[src/rtl/lieat_biu_rd_arbiter_if.sv]
// Bus bundle for the two-master / one-slave AXI-lite read arbiter.
//   m0_*  : I-cache refill read channel (AR + R)
//   m1_*  : LSU / D-cache refill read channel (AR + R)
//   s_*   : DRAM-side read channel
// Modports:
//   slave  : the arbiter's view (it serves m0/m1 and drives the DRAM port)
//   master : the environment's view (requesters plus DRAM model)
interface lieat_biu_rd_arbiter_if #(
  parameter int unsigned AW = 32,
  parameter int unsigned DW = 64
);
  logic [AW-1:0] m0_araddr;
  logic          m0_arvalid;
  logic          m0_arready;
  logic [DW-1:0] m0_rdata;
  logic          m0_rvalid;
  logic          m0_rready;

  logic [AW-1:0] m1_araddr;
  logic          m1_arvalid;
  logic          m1_arready;
  logic [DW-1:0] m1_rdata;
  logic          m1_rvalid;
  logic          m1_rready;

  logic [AW-1:0] s_araddr;
  logic          s_arvalid;
  logic          s_arready;
  logic [DW-1:0] s_rdata;
  logic          s_rvalid;
  logic          s_rready;

  modport slave (
    input  m0_araddr, m0_arvalid, m0_rready,
    input  m1_araddr, m1_arvalid, m1_rready,
    input  s_arready, s_rdata, s_rvalid,
    output m0_arready, m0_rdata, m0_rvalid,
    output m1_arready, m1_rdata, m1_rvalid,
    output s_araddr, s_arvalid, s_rready
  );

  modport master (
    output m0_araddr, m0_arvalid, m0_rready,
    output m1_araddr, m1_arvalid, m1_rready,
    output s_arready, s_rdata, s_rvalid,
    input  m0_arready, m0_rdata, m0_rvalid,
    input  m1_arready, m1_rdata, m1_rvalid,
    input  s_araddr, s_arvalid, s_rready
  );
endinterface

[src/rtl/lieat_biu_rd_arbiter.sv]
// Two-master, one-slave AXI-lite read arbiter in front of the DRAM port.
// One AR is accepted at a time, forwarded with a registered s_araddr/s_arvalid,
// and the single R beat is steered back to the master that won the grant.
// Ports:
//   clock : only clock
//   reset : synchronous, active-high
//   bus   : lieat_biu_rd_arbiter_if.slave (m0_*, m1_*, s_* channels)
//   busy  : high whenever the FSM is not in IDLE
// Optional feature macro: LIEAT_BIU_RR_EN
//   defined   -> round-robin on ties using a 1-bit last_grant register
//   undefined -> fixed priority, master 1 (LSU) over master 0 (I-cache)
module lieat_biu_rd_arbiter #(
  parameter int unsigned AW = 32,
  parameter int unsigned DW = 64
) (
  input  logic                    clock,
  input  logic                    reset,
  lieat_biu_rd_arbiter_if.slave   bus,
  output logic                    busy
);

  typedef enum logic [2:0] {
    IDLE = 3'b001,
    AR   = 3'b010,
    R    = 3'b100
  } state_t;

  state_t        state;
  state_t        state_nxt;
  logic          owner;
  logic          owner_nxt;
  logic [AW-1:0] addr_q;
  logic [AW-1:0] addr_nxt;
  logic [DW-1:0] rdata_fwd;
  logic          rst_q;
  logic          pick1;
  logic          gnt0;
  logic          gnt1;
  logic          s_rready_c;

`ifdef LIEAT_BIU_RR_EN
  logic          last_grant;

  // On a tie the master that did not win last time goes first.
  always_comb pick1 = bus.m1_arvalid & (~bus.m0_arvalid | ~last_grant);
`else
  always_comb pick1 = bus.m1_arvalid;
`endif

  assign rdata_fwd = bus.s_rdata;

  always_comb begin
    state_nxt       = state;
    owner_nxt       = owner;
    addr_nxt        = addr_q;
    gnt0            = 1'b0;
    gnt1            = 1'b0;
    s_rready_c      = 1'b0;
    bus.m0_rvalid   = 1'b0;
    bus.m1_rvalid   = 1'b0;
    bus.m0_rdata    = '0;
    bus.m1_rdata    = '0;

    unique case (state)
      IDLE: begin
        // Beats arriving here are strays left over from a reset; sink them.
        s_rready_c = 1'b1;
        // rst_q keeps grants off during the first cycle after reset.
        if (!rst_q && (bus.m0_arvalid || bus.m1_arvalid)) begin
          gnt1      = pick1;
          gnt0      = ~pick1;
          owner_nxt = pick1;
          addr_nxt  = pick1 ? bus.m1_araddr : bus.m0_araddr;
          state_nxt = AR;
        end
      end
      AR: begin
        if (bus.s_arready) state_nxt = R;
      end
      R: begin
        if (owner) begin
          bus.m1_rvalid = bus.s_rvalid;
          bus.m1_rdata  = rdata_fwd;
          s_rready_c    = bus.m1_rready;
        end else begin
          bus.m0_rvalid = bus.s_rvalid;
          bus.m0_rdata  = rdata_fwd;
          s_rready_c    = bus.m0_rready;
        end
        if (bus.s_rvalid && s_rready_c) state_nxt = IDLE;
      end
      default: state_nxt = IDLE;
    endcase

    bus.m0_arready = gnt0;
    bus.m1_arready = gnt1;
    bus.s_rready   = s_rready_c;

    // Combinational outputs are held quiet while reset is asserted.
    if (reset) begin
      bus.m0_arready = 1'b0;
      bus.m1_arready = 1'b0;
      bus.m0_rvalid  = 1'b0;
      bus.m1_rvalid  = 1'b0;
      bus.m0_rdata   = '0;
      bus.m1_rdata   = '0;
      bus.s_rready   = 1'b1;
    end
  end

  always_ff @(posedge clock) begin
    rst_q <= reset;
    if (reset) begin
      state  <= IDLE;
      owner  <= 1'b0;
      addr_q <= '0;
`ifdef LIEAT_BIU_RR_EN
      last_grant <= 1'b0;
`endif
    end else begin
      state  <= state_nxt;
      owner  <= owner_nxt;
      addr_q <= addr_nxt;
`ifdef LIEAT_BIU_RR_EN
      if (gnt0 || gnt1) last_grant <= gnt1;
`endif
    end
  end

  assign bus.s_araddr  = addr_q;
  assign bus.s_arvalid = (state == AR);
  assign busy          = (state != IDLE) && !reset;

endmodule

[src/flat_wrapper.sv]
// flat-port wrapper written by rule: the top's interface ports become plain ports
module lieat_biu_rd_arbiter_flat 
#(
  parameter int unsigned AW = 32,
  parameter int unsigned DW = 64
)
  (clock, reset, busy, bus_m0_araddr, bus_m0_arvalid, bus_m0_rready, bus_m1_araddr, bus_m1_arvalid, bus_m1_rready, bus_s_arready, bus_s_rdata, bus_s_rvalid, bus_m0_arready, bus_m0_rdata, bus_m0_rvalid, bus_m1_arready, bus_m1_rdata, bus_m1_rvalid, bus_s_araddr, bus_s_arvalid, bus_s_rready);
  lieat_biu_rd_arbiter_if #(.AW(AW), .DW(DW)) bus_i ();
  input  logic clock;
  input  logic reset;
  output logic busy;
  input wire logic [$bits(bus_i.m0_araddr)-1:0] bus_m0_araddr;
  input wire logic [$bits(bus_i.m0_arvalid)-1:0] bus_m0_arvalid;
  input wire logic [$bits(bus_i.m0_rready)-1:0] bus_m0_rready;
  input wire logic [$bits(bus_i.m1_araddr)-1:0] bus_m1_araddr;
  input wire logic [$bits(bus_i.m1_arvalid)-1:0] bus_m1_arvalid;
  input wire logic [$bits(bus_i.m1_rready)-1:0] bus_m1_rready;
  input wire logic [$bits(bus_i.s_arready)-1:0] bus_s_arready;
  input wire logic [$bits(bus_i.s_rdata)-1:0] bus_s_rdata;
  input wire logic [$bits(bus_i.s_rvalid)-1:0] bus_s_rvalid;
  output wire logic [$bits(bus_i.m0_arready)-1:0] bus_m0_arready;
  output wire logic [$bits(bus_i.m0_rdata)-1:0] bus_m0_rdata;
  output wire logic [$bits(bus_i.m0_rvalid)-1:0] bus_m0_rvalid;
  output wire logic [$bits(bus_i.m1_arready)-1:0] bus_m1_arready;
  output wire logic [$bits(bus_i.m1_rdata)-1:0] bus_m1_rdata;
  output wire logic [$bits(bus_i.m1_rvalid)-1:0] bus_m1_rvalid;
  output wire logic [$bits(bus_i.s_araddr)-1:0] bus_s_araddr;
  output wire logic [$bits(bus_i.s_arvalid)-1:0] bus_s_arvalid;
  output wire logic [$bits(bus_i.s_rready)-1:0] bus_s_rready;
  assign bus_i.m0_araddr = bus_m0_araddr;
  assign bus_i.m0_arvalid = bus_m0_arvalid;
  assign bus_i.m0_rready = bus_m0_rready;
  assign bus_i.m1_araddr = bus_m1_araddr;
  assign bus_i.m1_arvalid = bus_m1_arvalid;
  assign bus_i.m1_rready = bus_m1_rready;
  assign bus_i.s_arready = bus_s_arready;
  assign bus_i.s_rdata = bus_s_rdata;
  assign bus_i.s_rvalid = bus_s_rvalid;
  assign bus_m0_arready = bus_i.m0_arready;
  assign bus_m0_rdata = bus_i.m0_rdata;
  assign bus_m0_rvalid = bus_i.m0_rvalid;
  assign bus_m1_arready = bus_i.m1_arready;
  assign bus_m1_rdata = bus_i.m1_rdata;
  assign bus_m1_rvalid = bus_i.m1_rvalid;
  assign bus_s_araddr = bus_i.s_araddr;
  assign bus_s_arvalid = bus_i.s_arvalid;
  assign bus_s_rready = bus_i.s_rready;
  lieat_biu_rd_arbiter #(.AW(AW), .DW(DW)) u_core (.clock(clock), .reset(reset), .bus(bus_i), .busy(busy));
endmodule
[config.mk]
export PLATFORM = sky130hd
export DESIGN_NAME = lieat_biu_rd_arbiter_flat
export DESIGN_NICKNAME = d
export VERILOG_FILES = /design/src/rtl/lieat_biu_rd_arbiter_if.sv /design/src/rtl/lieat_biu_rd_arbiter.sv /design/src/flat_wrapper.sv
export SDC_FILE = /design/constraint.sdc
export NUM_CORES = 1
export LEC_CHECK = 0
export CAP_MARGIN = 30
export CELL_PAD_IN_SITES_DETAIL_PLACEMENT = 0
export CELL_PAD_IN_SITES_GLOBAL_PLACEMENT = 1
export CORE_MARGIN = 8
export CORE_UTILIZATION = 24
export DETAILED_ROUTE_END_ITERATION = 10
export DONT_BUFFER_PORTS = 1
export GPL_TIMING_DRIVEN = 0
export HOLD_SLACK_MARGIN = 0.15
export PLACE_DENSITY_LB_ADDON = 0.05
export SYNTH_ARGS = -nofsm -noshare
export SYNTH_HDL_FRONTEND = slang
export SYNTH_SLANG_ARGS = --single-unit
[constraint.sdc]
create_clock -name clock -period 6.5 [get_ports clock]
set_input_delay 1.95 -clock clock [delete_from_list [all_inputs] [get_ports clock]]
set_output_delay 1.95 -clock clock [all_outputs]
set_load 0.01 [all_outputs]
==> impl_metrics.toml <==
[logic_synthesis]
synth-async-reset-ratio_pct = 0
synth_flop_cell = "dfxtp_1"
syn_avg_cell_area_sq_um = 7.988
yosysWarnings = 0
syn_area_sq_um = 2724
synth_enable_flop_cells = 0
synth.net_count = 477
synth_top_area_share_pct = 29.86
synth_top_cell_by_area = "and2_1"
synth_area_leaders = "and2_1 30%, dfxtp_1 27%, a221o_1 5.5%"
ys_seq_elements = 37
netlist_instances = 341
seq_area_frac_synth_pct = 27.19
ys_types = 30

[critical_path]
worstSetupPathType = "in -> out"
rr_worst_depth = 5
worstSetupStartpointType = "input port"
crit_path_end_kind = "primary output"
crit_path_max_fanout = 10
worstPathArrival_ns = 3.70
required_ns = 4.55

[timing]
clock_skew_ns = 0.004098
relSlewSlack_pct = 51.75
grt_setup_unrepaired = "no"
fin_setup_tns_ns = 0
slew_viol_final = 0
tightest_slew_ns = 0.7237
period_minus_slack_ns = 5.645
finalCritPeriodShare_pct = 86.85
setup_viol_count_final = 0
maxClockFrequency_ghz = 0.1771
hold_viol_final = 0

[final_layout]
final_cell_mix = "130 x and2_1, 37 x dfxtp_1, 29 x clkbuf_1"
nNetsFinal = 484
antennaDiodeCount = 0
final_common_cell = "and2_1"
area_growth_pct = 12.36
drive_gt1_share_pct = 7.736
fin_util_pct = 27.27
fill_cells = 1247

[placement]
post-dp-hpwl_mm = 10.17
io_buffers = 0
gp_congestion = 0.8193

[worst_hold_path]
min_path_type = "reg -> reg"
worstHoldPathCells = 1

[pwr]
pwr_density_cell_nw_per_um2 = 233.3
p_leak_nw = 1.228
ir_worst_vdd_uv = 138.7

[global_routing]
grt_start_max_net_pins = 12
antenna_found_initial = 0
grt_first_pass_wirelength_mm = 17.27
groute.usage.overall_pct = 14.73
overflow = 0
grt_pass1_vias = 2781

[route]
drtIter0Drc = 166
via_per_inst = 5.343
vias = 2629
drt-wirelength-per-cell_microns = 25.24
drcViolationCount = 0
drt_pre_antenna_iters = 4
detail-route-antenna-nets = 0
wirelength_mm = 12.42

[outcome]
outcome = "finished clean"

[floorplanning]
initial_core_util_pct = 24.27
num_rows = 39
chipWidth_microns = 122.5
die_height_microns = 122.5
fp.coreArea_sq_um = 11220
ios = 303
dieArea_sq_um = 15010

[clocking]
cts_buffers = 5
htree_levels = 2
cts_root_buffer = "clkbuf_16"
cts_sinks = 37
clkSlewWorstSetupHoldPaths_ns = 0.06
clock_latency_ns = 0.28
hold_buffers = 0
cts_tree = "done"
post-cts-setup-buffers = 0
ctsResizeCount = 0
clockBufferDepth = 2

[job]
maxCapViolations = 0
-- flip-flops by register name, summed over array words and instances (netlist names) --
| register | flops |
|---|---|
| u_core.rst_q | 1 |
| u_core.bus.s_araddr | 32 |
| u_core.owner | 1 |
| u_core.state | 3 |
-- kinds of logic (layout without fill, tap and decap cells) --
kind of cell	after synthesis	in the layout	share of synthesized area, %
buf+inv	45	53	6.844
flops	37	37	27.19
simple gates	179	179	42.17
mux	8	8	2.986
compound gates	72	72	20.81
-- Yosys cell counts (all sizes together), types with 2 or more instances --
| library cell | count |
|---|---|
| inv | 11 |
| nand2 | 2 |
| a31oi | 10 |
| nor2 | 19 |
| o21a | 12 |
| a211oi | 8 |
| o221a | 10 |
| buf | 5 |
| nor4 | 2 |
| o21ai | 2 |
| nor4b | 2 |
| and4 | 15 |
| and2 | 130 |
| nor2b | 2 |
| clkbuf | 29 |
| dfxtp | 37 |
| nand2b | 4 |
| mux2i | 7 |
| a221o | 15 |
| a21oi | 13 |
-- layer usage --
layer	vias up	global-route usage [%]	part of all wire (%)
met4	0	4.570	2.1
met5	-	0	0
li1	1195	-	-
met2	156	26.55	52
met1	1264	16.16	38
met3	14	4.600	8.1
-- report_power, final --
| part | leakage [nW] | internal (mW) | total, mW | switching, mW |
|---|---|---|---|---|
| registers | 0.304 | 0.260 | 0.304 | 0.0435 |
| clock network | 0.0799 | 0.163 | 0.259 | 0.0962 |
| logic | 0.844 | 0.0640 | 0.151 | 0.0872 |
| total | 1.23 | 0.487 | 0.714 | 0.227 |
-- critical path, cell delays in order --
cell	delay [ns]
clkbuf_1	0.23
inv_1	0.26
clkbuf_1	0.38
clkbuf_1	0.49
o21ai_0	0.38
-- cell type report --
| class | count | area [sq um] | area share (%) |
|---|---|---|---|
| Buffer | 34 | 145.1 | 4.742 |
| Multi-Input combinational cell | 259 | 1797 | 58.71 |
| Clock inverter | 1 | 5.005 | 0.1635 |
| Tap cell | 143 | 178.9 | 5.846 |
| Sequential cell | 37 | 740.7 | 24.20 |
| Clock buffer | 7 | 152.6 | 4.988 |
| Inverter | 11 | 41.29 | 1.349 |
-- metrics by stage --
| step | hold slack (ns) | worst slack [ns] | total power [mW] | area [sq um] | instances |
|---|---|---|---|---|---|
| final | 0.5417 | 0.8548 | 0.7139 | 3060 | 492 |
| after global routing | 0.5769 | 0.6369 | 0.7519 | 3060 | 492 |
| after CTS | 0.5444 | 0.7854 | 0.7256 | 3060 | 492 |
| after detailed placement | 0.5279 | 0.7820 | 0.4630 | 2903 | 484 |
| after global placement | 0.5222 | 0.8167 | 0.4626 | 2903 | 484 |
| after floorplan | 0.4758 | 1.406 | 0.4157 | 2724 | 341 |
-- worst paths after layout --
check	start	end	slack, ns
setup / recovery	reset	bus_s_rready	0.85
hold / removal	u_core.owner	u_core.owner	0.54
setup reg to reg	u_core.state[1]	u_core.bus.s_araddr[3]	4.37
hold reg to reg	u_core.owner	u_core.owner	0.54
Power figures use the tool's default switching activity.
